===== config.mk =====
export PLATFORM = sky130hd
export DESIGN_NAME = hazard_forward_scoreboard
export DESIGN_NICKNAME = d
export VERILOG_FILES = /design/src/rtl/hazard_forward_scoreboard.sv
export SDC_FILE = /design/constraint.sdc
export NUM_CORES = 1
export LEC_CHECK = 0
export CORE_MARGIN = 2
export CORE_UTILIZATION = 40
export DETAILED_ROUTE_END_ITERATION = 8
export PLACE_DENSITY = 0.82
export SLEW_MARGIN = 20
export SYNTH_ARGS = -nofsm -noshare
export SYNTH_HDL_FRONTEND = slang
export SYNTH_SLANG_ARGS = --single-unit

===== constraint.sdc =====
create_clock -name clk -period 3.7 [get_ports clk]
set_clock_uncertainty 0.1 [all_clocks]
set_input_delay 0.74 -clock clk [delete_from_list [all_inputs] [get_ports clk]]
set_output_delay 0.74 -clock clk [all_outputs]
set_load 0.005 [all_outputs]

===== src/rtl/hazard_forward_scoreboard.sv =====
// rtl/hazard_forward_scoreboard.sv - Scoreboard-based hazard detection and operand forwarding unit
//
// Tracks the destination tags of the STAGES pipeline stages after decode (stage 0 = EX)
// and resolves both decode-stage source operands each cycle. Each source resolves to one of:
// the register file, a forward from the youngest matching stage, or a stall.
//
// Ports:
//   clk, reset        - clock (rising edge), asynchronous active-low reset
//   issue_*           - decode-stage instruction: valid, dst/wr/load, src1/2 and use1/2
//   flush             - branch taken; the decode instruction is killed
//   stage_data        - per-stage result bus, stage i at [i*DATA_W +: DATA_W]
//   stall             - hold PC and decode, insert a bubble into stage 0
//   fwd_sel1/2        - 0 = register file, k = forward from stage k-1
//   fwd_data1/2       - forwarded value, 0 when the select is 0
//   stage_valid       - per-stage valid bits
//   stall_cnt         - saturating count of stall cycles
module hazard_forward_scoreboard #(
    parameter int DATA_W   = 16,
    parameter int REG_W    = 3,
    parameter int STAGES   = 3,
    parameter int ALU_RDY  = 0,
    parameter int LOAD_RDY = 1,
    parameter int CNT_W    = 16,
    parameter int SEL_W    = $clog2(STAGES + 1)
) (
    input  logic                     clk,
    input  logic                     reset,
    input  logic                     issue_valid,
    input  logic [REG_W-1:0]         issue_dst,
    input  logic                     issue_wr,
    input  logic                     issue_load,
    input  logic [REG_W-1:0]         issue_src1,
    input  logic [REG_W-1:0]         issue_src2,
    input  logic                     issue_use1,
    input  logic                     issue_use2,
    input  logic                     flush,
    input  logic [STAGES*DATA_W-1:0] stage_data,
    output logic                     stall,
    output logic [SEL_W-1:0]         fwd_sel1,
    output logic [SEL_W-1:0]         fwd_sel2,
    output logic [DATA_W-1:0]        fwd_data1,
    output logic [DATA_W-1:0]        fwd_data2,
    output logic [STAGES-1:0]        stage_valid,
    output logic [CNT_W-1:0]         stall_cnt
);

    // Scoreboard entries, one per tracked stage
    logic [STAGES-1:0] ent_valid;
    logic [STAGES-1:0] ent_wr;
    logic [STAGES-1:0] ent_load;
    logic [REG_W-1:0]  ent_dst [STAGES];

    // Both sources are handled by the same lookup loop
    logic [REG_W-1:0]  src     [2];
    logic [1:0]        use_src;
    logic [SEL_W-1:0]  sel     [2];
    logic [DATA_W-1:0] dat     [2];
    logic [1:0]        found;
    logic [1:0]        hazard;

    assign src[0]     = issue_src1;
    assign src[1]     = issue_src2;
    assign use_src[0] = issue_use1;
    assign use_src[1] = issue_use2;

    // Scan from stage 0 upward; the first match is the youngest writer and
    // masks any older writers of the same register.
    always_comb begin
        found  = '0;
        hazard = '0;
        for (int s = 0; s < 2; s++) begin
            sel[s] = '0;
            dat[s] = '0;
        end
        for (int s = 0; s < 2; s++) begin
            for (int i = 0; i < STAGES; i++) begin
                if (issue_valid && use_src[s] && !found[s] &&
                    ent_valid[i] && ent_wr[i] && (ent_dst[i] == src[s])) begin
                    found[s] = 1'b1;
                    if (i >= (ent_load[i] ? LOAD_RDY : ALU_RDY)) begin
                        sel[s] = SEL_W'(i + 1);
                        dat[s] = stage_data[i*DATA_W +: DATA_W];
                    end else begin
                        hazard[s] = 1'b1;
                    end
                end
            end
        end
    end

    // Flush takes priority: a killed instruction never stalls
    assign stall       = issue_valid && !flush && (|hazard);
    assign fwd_sel1    = sel[0];
    assign fwd_sel2    = sel[1];
    assign fwd_data1   = dat[0];
    assign fwd_data2   = dat[1];
    assign stage_valid = ent_valid;

    always_ff @(posedge clk or negedge reset) begin
        if (!reset) begin
            ent_valid <= '0;
            ent_wr    <= '0;
            ent_load  <= '0;
            for (int i = 0; i < STAGES; i++) begin
                ent_dst[i] <= '0;
            end
            stall_cnt <= '0;
        end else begin
            // Entry leaving the last stage is simply dropped; the regfile holds it by then
            for (int i = STAGES - 1; i >= 1; i--) begin
                ent_valid[i] <= ent_valid[i-1];
                ent_wr[i]    <= ent_wr[i-1];
                ent_load[i]  <= ent_load[i-1];
                ent_dst[i]   <= ent_dst[i-1];
            end
            // Stall and flush both turn stage 0 into a bubble
            ent_valid[0] <= issue_valid && !stall && !flush;
            ent_wr[0]    <= issue_wr;
            ent_load[0]  <= issue_load;
            ent_dst[0]   <= issue_dst;
            if (stall && (stall_cnt != {CNT_W{1'b1}})) begin
                stall_cnt <= stall_cnt + CNT_W'(1);
            end
        end
    end

endmodule


==> results of run 1 <==
==> per-stage QoR <==
step           instances  power, uW  util [%]
6_report             465      803.7     71.53
2_1_floorplan        244      411.8         -
4_1_cts              463      809.2     71.08
3_3_place_gp         451      536.8     68.36
5_1_grt              465      840.2     71.53
3_5_place_dp         451      539.6     68.36
==> Yosys cell counts, types with 3 or more instances <==
library cell	n
mux2_2	16
nand3_1	6
o22a_1	16
nand2_1	24
and4_1	4
dfrtp_1	32
a32o_1	16
buf_2	4
xnor2_1	13
nor4_1	3
xor2_1	19
nand4_1	9
or4_1	3
nor2_1	7
buf_4	3
and3_1	23
a21oi_1	17
clkbuf_1	7
nand2b_1	3
==> state kept, by name, summed over array words and instances (netlist names) <==
signal,cells
stall_cnt,16
ent_dst,9
stage_valid,3
ent_wr,3
ent_load,1
==> layout make-up <==
cell class	instances	share of cell area, %
Inverter	1	0.09357
Timing Repair Buffer	156	37.80
Clock buffer	8	2.246
Multi-Input combinational cell	196	37.65
Sequential cell	32	19.96
Tap cell	72	2.246
==> metal layers <==
metal	part of all wire, %	vias to the layer above
met5	0	-
met4	1.8	0
met3	11	14
met2	48	126
met1	39	1244
li1	-	1222
==> worst max path at each step <==
stage          cells past startpoint           from             to
3_5_place_dp                       8  issue_src2[2]   fwd_data2[1]
6_report                           9  issue_src1[2]   fwd_data1[4]
2_1_floorplan                      6  issue_src2[0]  fwd_data2[10]
4_1_cts                           10  issue_src1[1]   fwd_data1[0]
5_1_grt                            9  issue_src1[1]   fwd_data1[8]
3_3_place_gp                       9  issue_src1[2]  fwd_data1[14]
==> where the power goes <==
| group | switching [uW] | internal (uW) |
|---|---|---|
| clock network | 118 | 151 |
| registers | 9.88 | 360 |
| logic | 66.8 | 97.8 |
| total | 195 | 609 |
==> timing repair <==
item,in CTS,in global routing
gates cloned,1,0
pin swaps,5,1
resized for setup,41,3
endpoints found under the setup margin,36,12
setup buffers,3,2
==> critical path, delay by kind of cell <==
kind / cells / cell delay, ns
AOI/OAI and AO/OA: 1 / 0.20
xor gates and xnor gates: 1 / 0.18
buffers and inverters: 4 / 1.04
and+or+nand+nor: 3 / 0.63
==> kinds of logic after synthesis <==
family	share of synthesized area [%]
simple gates	22.49
compound gates	18.71
xor+xnor	11.91
flops	34.02
mux	8.772
buf+inv	3.562
fa+ha+maj	0.5315
==> results.sh, run 1 <==
export IMPL_drtPass1Iterations=4
export IMPL_rsz0062_at_grt="false"
export IMPL_hpwl_um=5717
export IMPL_maxCapViolCount=0
export IMPL_synth_edf_count=0
export IMPL_core_area_mm2=0.005608
export IMPL_place_ws_ns=-0.2413
export IMPL_core_rowCount=27
export IMPL_routedWlPerCell_um=17.17
export IMPL_slew_viol_final=0
export IMPL_grt_max_degree=35
export IMPL_final_cell_mix="88 x clkdlybuf4s50_1, 32 x dfrtp_1, 31 x dlygate4sd2_1, 28 x buf_4, 24 x nand2_1"
export IMPL_hold_depth=0
export IMPL_hold_path_class="flop to flop"
export IMPL_syn_area_mm2=0.002354
export IMPL_worstSetupPathType="input port to output port"
export IMPL_setup_slack_ns=0.06373
export IMPL_grt_use_met3_pct=6.517
export IMPL_start_kind="input port"
export IMPL_leakage_uw=0.001801
export IMPL_grt_use_met2_pct=41.17
export IMPL_totalWireLength_um=7983
export IMPL_max_freq_mhz=275.0
export IMPL_finalHoldWorstSlack_ns=0.2809
export IMPL_grt_pass1_wl_um=12190
export IMPL_cts_buffer_depth=2
export IMPL_yosys_most_used_dff="dfrtp_1"
export IMPL_vias=2606
export IMPL_multi_input_area_mm2=0.001510
export IMPL_worstReg2RegStart="ent_dst[6]$_DFF_PN0_"
export IMPL_ys_ff_latch=32
export IMPL_peakVddDrop_mv=0.2531
export IMPL_final_layout_size_suffix_gt1_share_pct=18.32
export IMPL_crit_chain="dlygate4sd2_1, xor2_1, nor4_2, buf_4, nand2b_1, or2_4, buf_4, o22a_1, clkdlybuf4s50_1"
export IMPL_grt_util_all_layers_pct=23.95
export IMPL_post_route_cell_area_mm2=0.004011
export IMPL_numClockSinks=32
export IMPL_critical_path_arrival_ns=2.80
export IMPL_postRouteAntennaNets=0
export IMPL_place_congestion=0.8209
export IMPL_regArea_um2=800.8
export IMPL_final_common_cell="clkdlybuf4s50_1"
export IMPL_syn_area_per_cell_um2=9.646
export IMPL_final_nets=458
export IMPL_tightestPinTransition_ns=0.9511
export IMPL_port_buffers=120
export IMPL_crit_path_max_incr_delay_ns=0.45
export IMPL_grt_pass1_vias=2502
export IMPL_cp_slowest_cell="clkdlybuf4s50_1"
export IMPL_diodes=0
export IMPL_r2r_end="stall_cnt[14]$_DFFE_PN0P_"
export IMPL_ys_types=35
export IMPL_grt_overflow=0
export IMPL_cts_root_buf="clkbuf_8"
export IMPL_ys_top_cells_by_area="dfrtp_1 34%, mux2_2 7.7%, xor2_1 7.1%"
export IMPL_dpl_cell_area_mm2=0.003834
export IMPL_synth_top_area_cell="dfrtp_1"
export IMPL_relSlewSlack_pct=36.53
export IMPL_die_w_um=80.71
export IMPL_layout_min_cycle_time_ns=3.636
export IMPL_path_clk_slew_ns=0.06
export IMPL_cp_end_kind="output port"
export IMPL_finalSetupViolCount=0
export IMPL_die_area_mm2=0.006513
export IMPL_p_per_area_mw_per_mm2=200.4
export IMPL_path_common_cell="buf_4"
export IMPL_worstRegToRegCells=7
export IMPL_min_to="ent_wr[2]$_DFF_PN0_"
export IMPL_syn_nets=310
export IMPL_seq_area_frac_synth_pct=34.02
export IMPL_syn_to_final_growth_pct=70.44
export IMPL_min_from="ent_wr[1]$_DFF_PN0_"
export IMPL_vias_per_cell=5.604
export IMPL_met1_usage_pct=28.77
export IMPL_remaining_drc_errors=0
export IMPL_num_io_pins=121
export IMPL_clock_latency_ns=0.28
export IMPL_cp_max_fo=4
export IMPL_synth_cells=244
export IMPL_fillers=452
export IMPL_dieHeight_um=80.71
export IMPL_start_util_pct=41.97
export IMPL_status="completed"
export IMPL_crit_required_ns=2.86
export IMPL_top_usage_layer="met2"
export IMPL_tns_ns=0
export IMPL_rrSetupSlack_ns=1.17
export IMPL_cts_buffers=5
export IMPL_hold_violations=0
export IMPL_drtIter0Drc=82
export IMPL_min_period_over_period_pct=98.28
export IMPL_yosysWarningCount=0
export IMPL_ys_async_sr_fraction_pct=100.0
export IMPL_synth_top_area_share_pct=34.02
export IMPL_cts_htree_levels=2
export IMPL_cts_tree="built"
export IMPL_postCtsHoldBufs=0
export IMPL_grt_antenna_before_repair=0
Power figures use the tool's default switching activity.
==> run 2: changes to the inputs <==
Clock period 3.7 ns to 4.32 ns, I/O delays scaled along.
==> run 2 against run 1 <==
Largest power group unchanged. Die area unchanged. Clock power down 15%. Utilization down 3.3 points. Largest cell class is now multi-input gates. Critical endpoint is now fwd_data2[7]. Wire length fell by 4.6%. Worst setup slack gained 0.017 ns. Register-to-register slack better by 0.61 ns.
==> results.sh, run 2 (synthesis results as in run 1) <==
export IMPL_cp_slowest_cell="or4_1"
export IMPL_clock_latency_ns=0.28
export IMPL_grt_use_met2_pct=38.83
export IMPL_tightestPinTransition_ns=0.9640
export IMPL_stdcell_count=444
export IMPL_p_seq_share_pct=47.0
export IMPL_remaining_drc_errors=0
export IMPL_max_freq_mhz=235.9
export IMPL_cts_buffers=5
export IMPL_vias_per_cell=5.619
export IMPL_num_io_pins=121
export IMPL_path_clk_slew_ns=0.06
export IMPL_postRouteAntennaNets=0
export IMPL_hold_violations=0
export IMPL_drtIter0Drc=99
export IMPL_tns_ns=0
export IMPL_numClockSinks=32
export IMPL_hold_path_class="flop to flop"
export IMPL_cp_max_fo=17
export IMPL_relSlewSlack_pct=35.66
export IMPL_regArea_um2=800.8
export IMPL_grt_pass1_wl_um=11600
export IMPL_routedWlPerCell_um=17.15
export IMPL_largest_register="stall_cnt"
export IMPL_layout_min_cycle_time_ns=4.239
export IMPL_port_buffers=120
export IMPL_final_layout_size_suffix_gt1_share_pct=12.37
export IMPL_postCtsHoldBufs=0
export IMPL_largest_register_ffs=16
export IMPL_met1_usage_pct=27.22
export IMPL_hold_depth=0
export IMPL_final_common_cell="clkdlybuf4s50_1"
export IMPL_maxCapViolCount=0
export IMPL_p_per_area_mw_per_mm2=176.3
export IMPL_crit_path_max_incr_delay_ns=0.56
export IMPL_final_cell_mix="119 x clkdlybuf4s50_1, 32 x dfrtp_1, 24 x nand2_1, 23 x and3_1, 19 x xor2_1"
export IMPL_start_kind="input port"
export IMPL_grt_overflow=0
export IMPL_grt_pass1_vias=2402
export IMPL_reg_top3="stall_cnt x16, ent_dst x9"
export IMPL_dieHeight_um=80.71
export IMPL_grt_antenna_before_repair=0
export IMPL_die_area_mm2=0.006513
export IMPL_clkPwrFrac_pct=34.0
export IMPL_p_sw_uw=161.6
export IMPL_critical_path_arrival_ns=3.27
export IMPL_start_util_pct=41.97
export IMPL_grt_use_met3_pct=4.944
export IMPL_slew_viol_final=0
export IMPL_finalSetupViolCount=0
export IMPL_cts_buffer_depth=2
export IMPL_drtPass1Iterations=4
export IMPL_diodes=0
export IMPL_worstRegToRegCells=7
export IMPL_core_rowCount=27
export IMPL_min_period_over_period_pct=98.12
export IMPL_peakVddDrop_mv=0.2392
export IMPL_final_nets=437
export IMPL_leakage_uw=0.001555
export IMPL_grt_util_all_layers_pct=22.51
export IMPL_top_usage_layer="met2"
export IMPL_post_cts_buffers=0
export IMPL_rsz0062_at_grt="false"
export IMPL_cp_end_kind="output port"
export IMPL_hpwl_um=5672
export IMPL_syn_to_final_growth_pct=62.47
export IMPL_p_int_uw=512.4
export IMPL_worstSetupPathType="input port to output port"
export IMPL_path_common_cell="clkdlybuf4s50_1"
export IMPL_fillers=468
export IMPL_cts_tree="built"
export IMPL_place_congestion=0.8598
export IMPL_cts_root_buf="clkbuf_8"
export IMPL_cts_htree_levels=2
export IMPL_grt_max_degree=35
export IMPL_crit_required_ns=3.36
export IMPL_totalWireLength_um=7614
export IMPL_multi_input_area_mm2=0.001485
export IMPL_switching_share_pct=23.97
export IMPL_status="completed"
export IMPL_pwr_share_comb_pct=19.0
export IMPL_crit_chain="clkdlybuf4s50_1, xor2_1, or4_1, nand3_1, buf_12, mux2_2, clkdlybuf4s50_1"
export IMPL_vias=2495
export IMPL_dp_cells=436
export IMPL_die_w_um=80.71
export IMPL_core_area_mm2=0.005608
[run 2: cell count changes in the layout (fill, tap and decap cells not counted), moves of 2 or more]
| cell | previous run | this run |
|---|---|---|
| a21oi_1 | 15 | 17 |
| a21oi_2 | 2 | 0 |
| clkdlybuf4s50_1 | 88 | 119 |
| dlygate4sd2_1 | 31 | 0 |
| buf_4 | 28 | 12 |
| buf_6 | 3 | 0 |
[run 2: cell type report]
| type | instances | share of cell area [%] |
|---|---|---|
| multi-input cells | 196 | 38.84 |
| repair buffers | 135 | 35.41 |
| flip-flops and latches | 32 | 20.94 |
| clock buffers | 8 | 2.356 |
| well taps | 72 | 2.356 |
| inverters | 1 | 0.09817 |
[run 2: layer usage]
metal | vias to the layer above | wire length [um]
li1 | 1180 | -
met1 | 1182 | 3151
met2 | 116 | 3635
met3 | 17 | 655
met4 | 0 | 172
met5 | - | 0
[run 2: path summary, 6_finish.rpt]
path | startpoint | end | slack [ns]
setup / recovery | issue_src2[0] | fwd_data2[7] | 0.08
hold / removal | ent_wr[1]$_DFF_PN0_ | ent_wr[2]$_DFF_PN0_ | 0.30
setup reg to reg | ent_dst[6]$_DFF_PN0_ | stall_cnt[14]$_DFFE_PN0P_ | 1.78
hold reg to reg | ent_wr[1]$_DFF_PN0_ | ent_wr[2]$_DFF_PN0_ | 0.30
max in group asynchronous | reset | stall_cnt[14]$_DFFE_PN0P_ | 2.97
min in group asynchronous | reset | ent_dst[7]$_DFF_PN0_ | 0.87
[run 2: critical path: cells and delay by family]
family	cells	cell delay [ns]
XOR/XNOR	1	0.22
multiplexers	1	0.35
buffers and inverters	3	1.15
AND/OR/NAND/NOR	2	0.70
[run 2: power by group through the flow]
stage	Clock, uW	Combinational, uW	Sequential [uW]
floorplan	0	32.6	320
global placement	0	125	322
detailed placement	0	126	322
CTS	237	127	317
global route	252	137	317
finish	229	128	317
[run 2: repair_timing]
action,in CTS,in global routing
gates resized for setup,0,3
endpoints found under the setup margin,0,9
endpoints found under the hold margin,0,0
[run 2: stage by stage]
stage	power [uW]	utilization [%]	setup slack, ns	area, um2	hold slack, ns
final	673.9	68.18	0.08107	3824	0.2999
after global routing	706.1	68.18	0.01361	3824	0.3070
after CTS	680.7	67.96	0.06746	3811	0.2992
after detailed placement	448.2	66.35	0.07323	3721	0.2842
after global placement	446.5	66.35	0.1324	3721	0.2568
after floorplan	352.7	-	0.8761	2354	0.2540
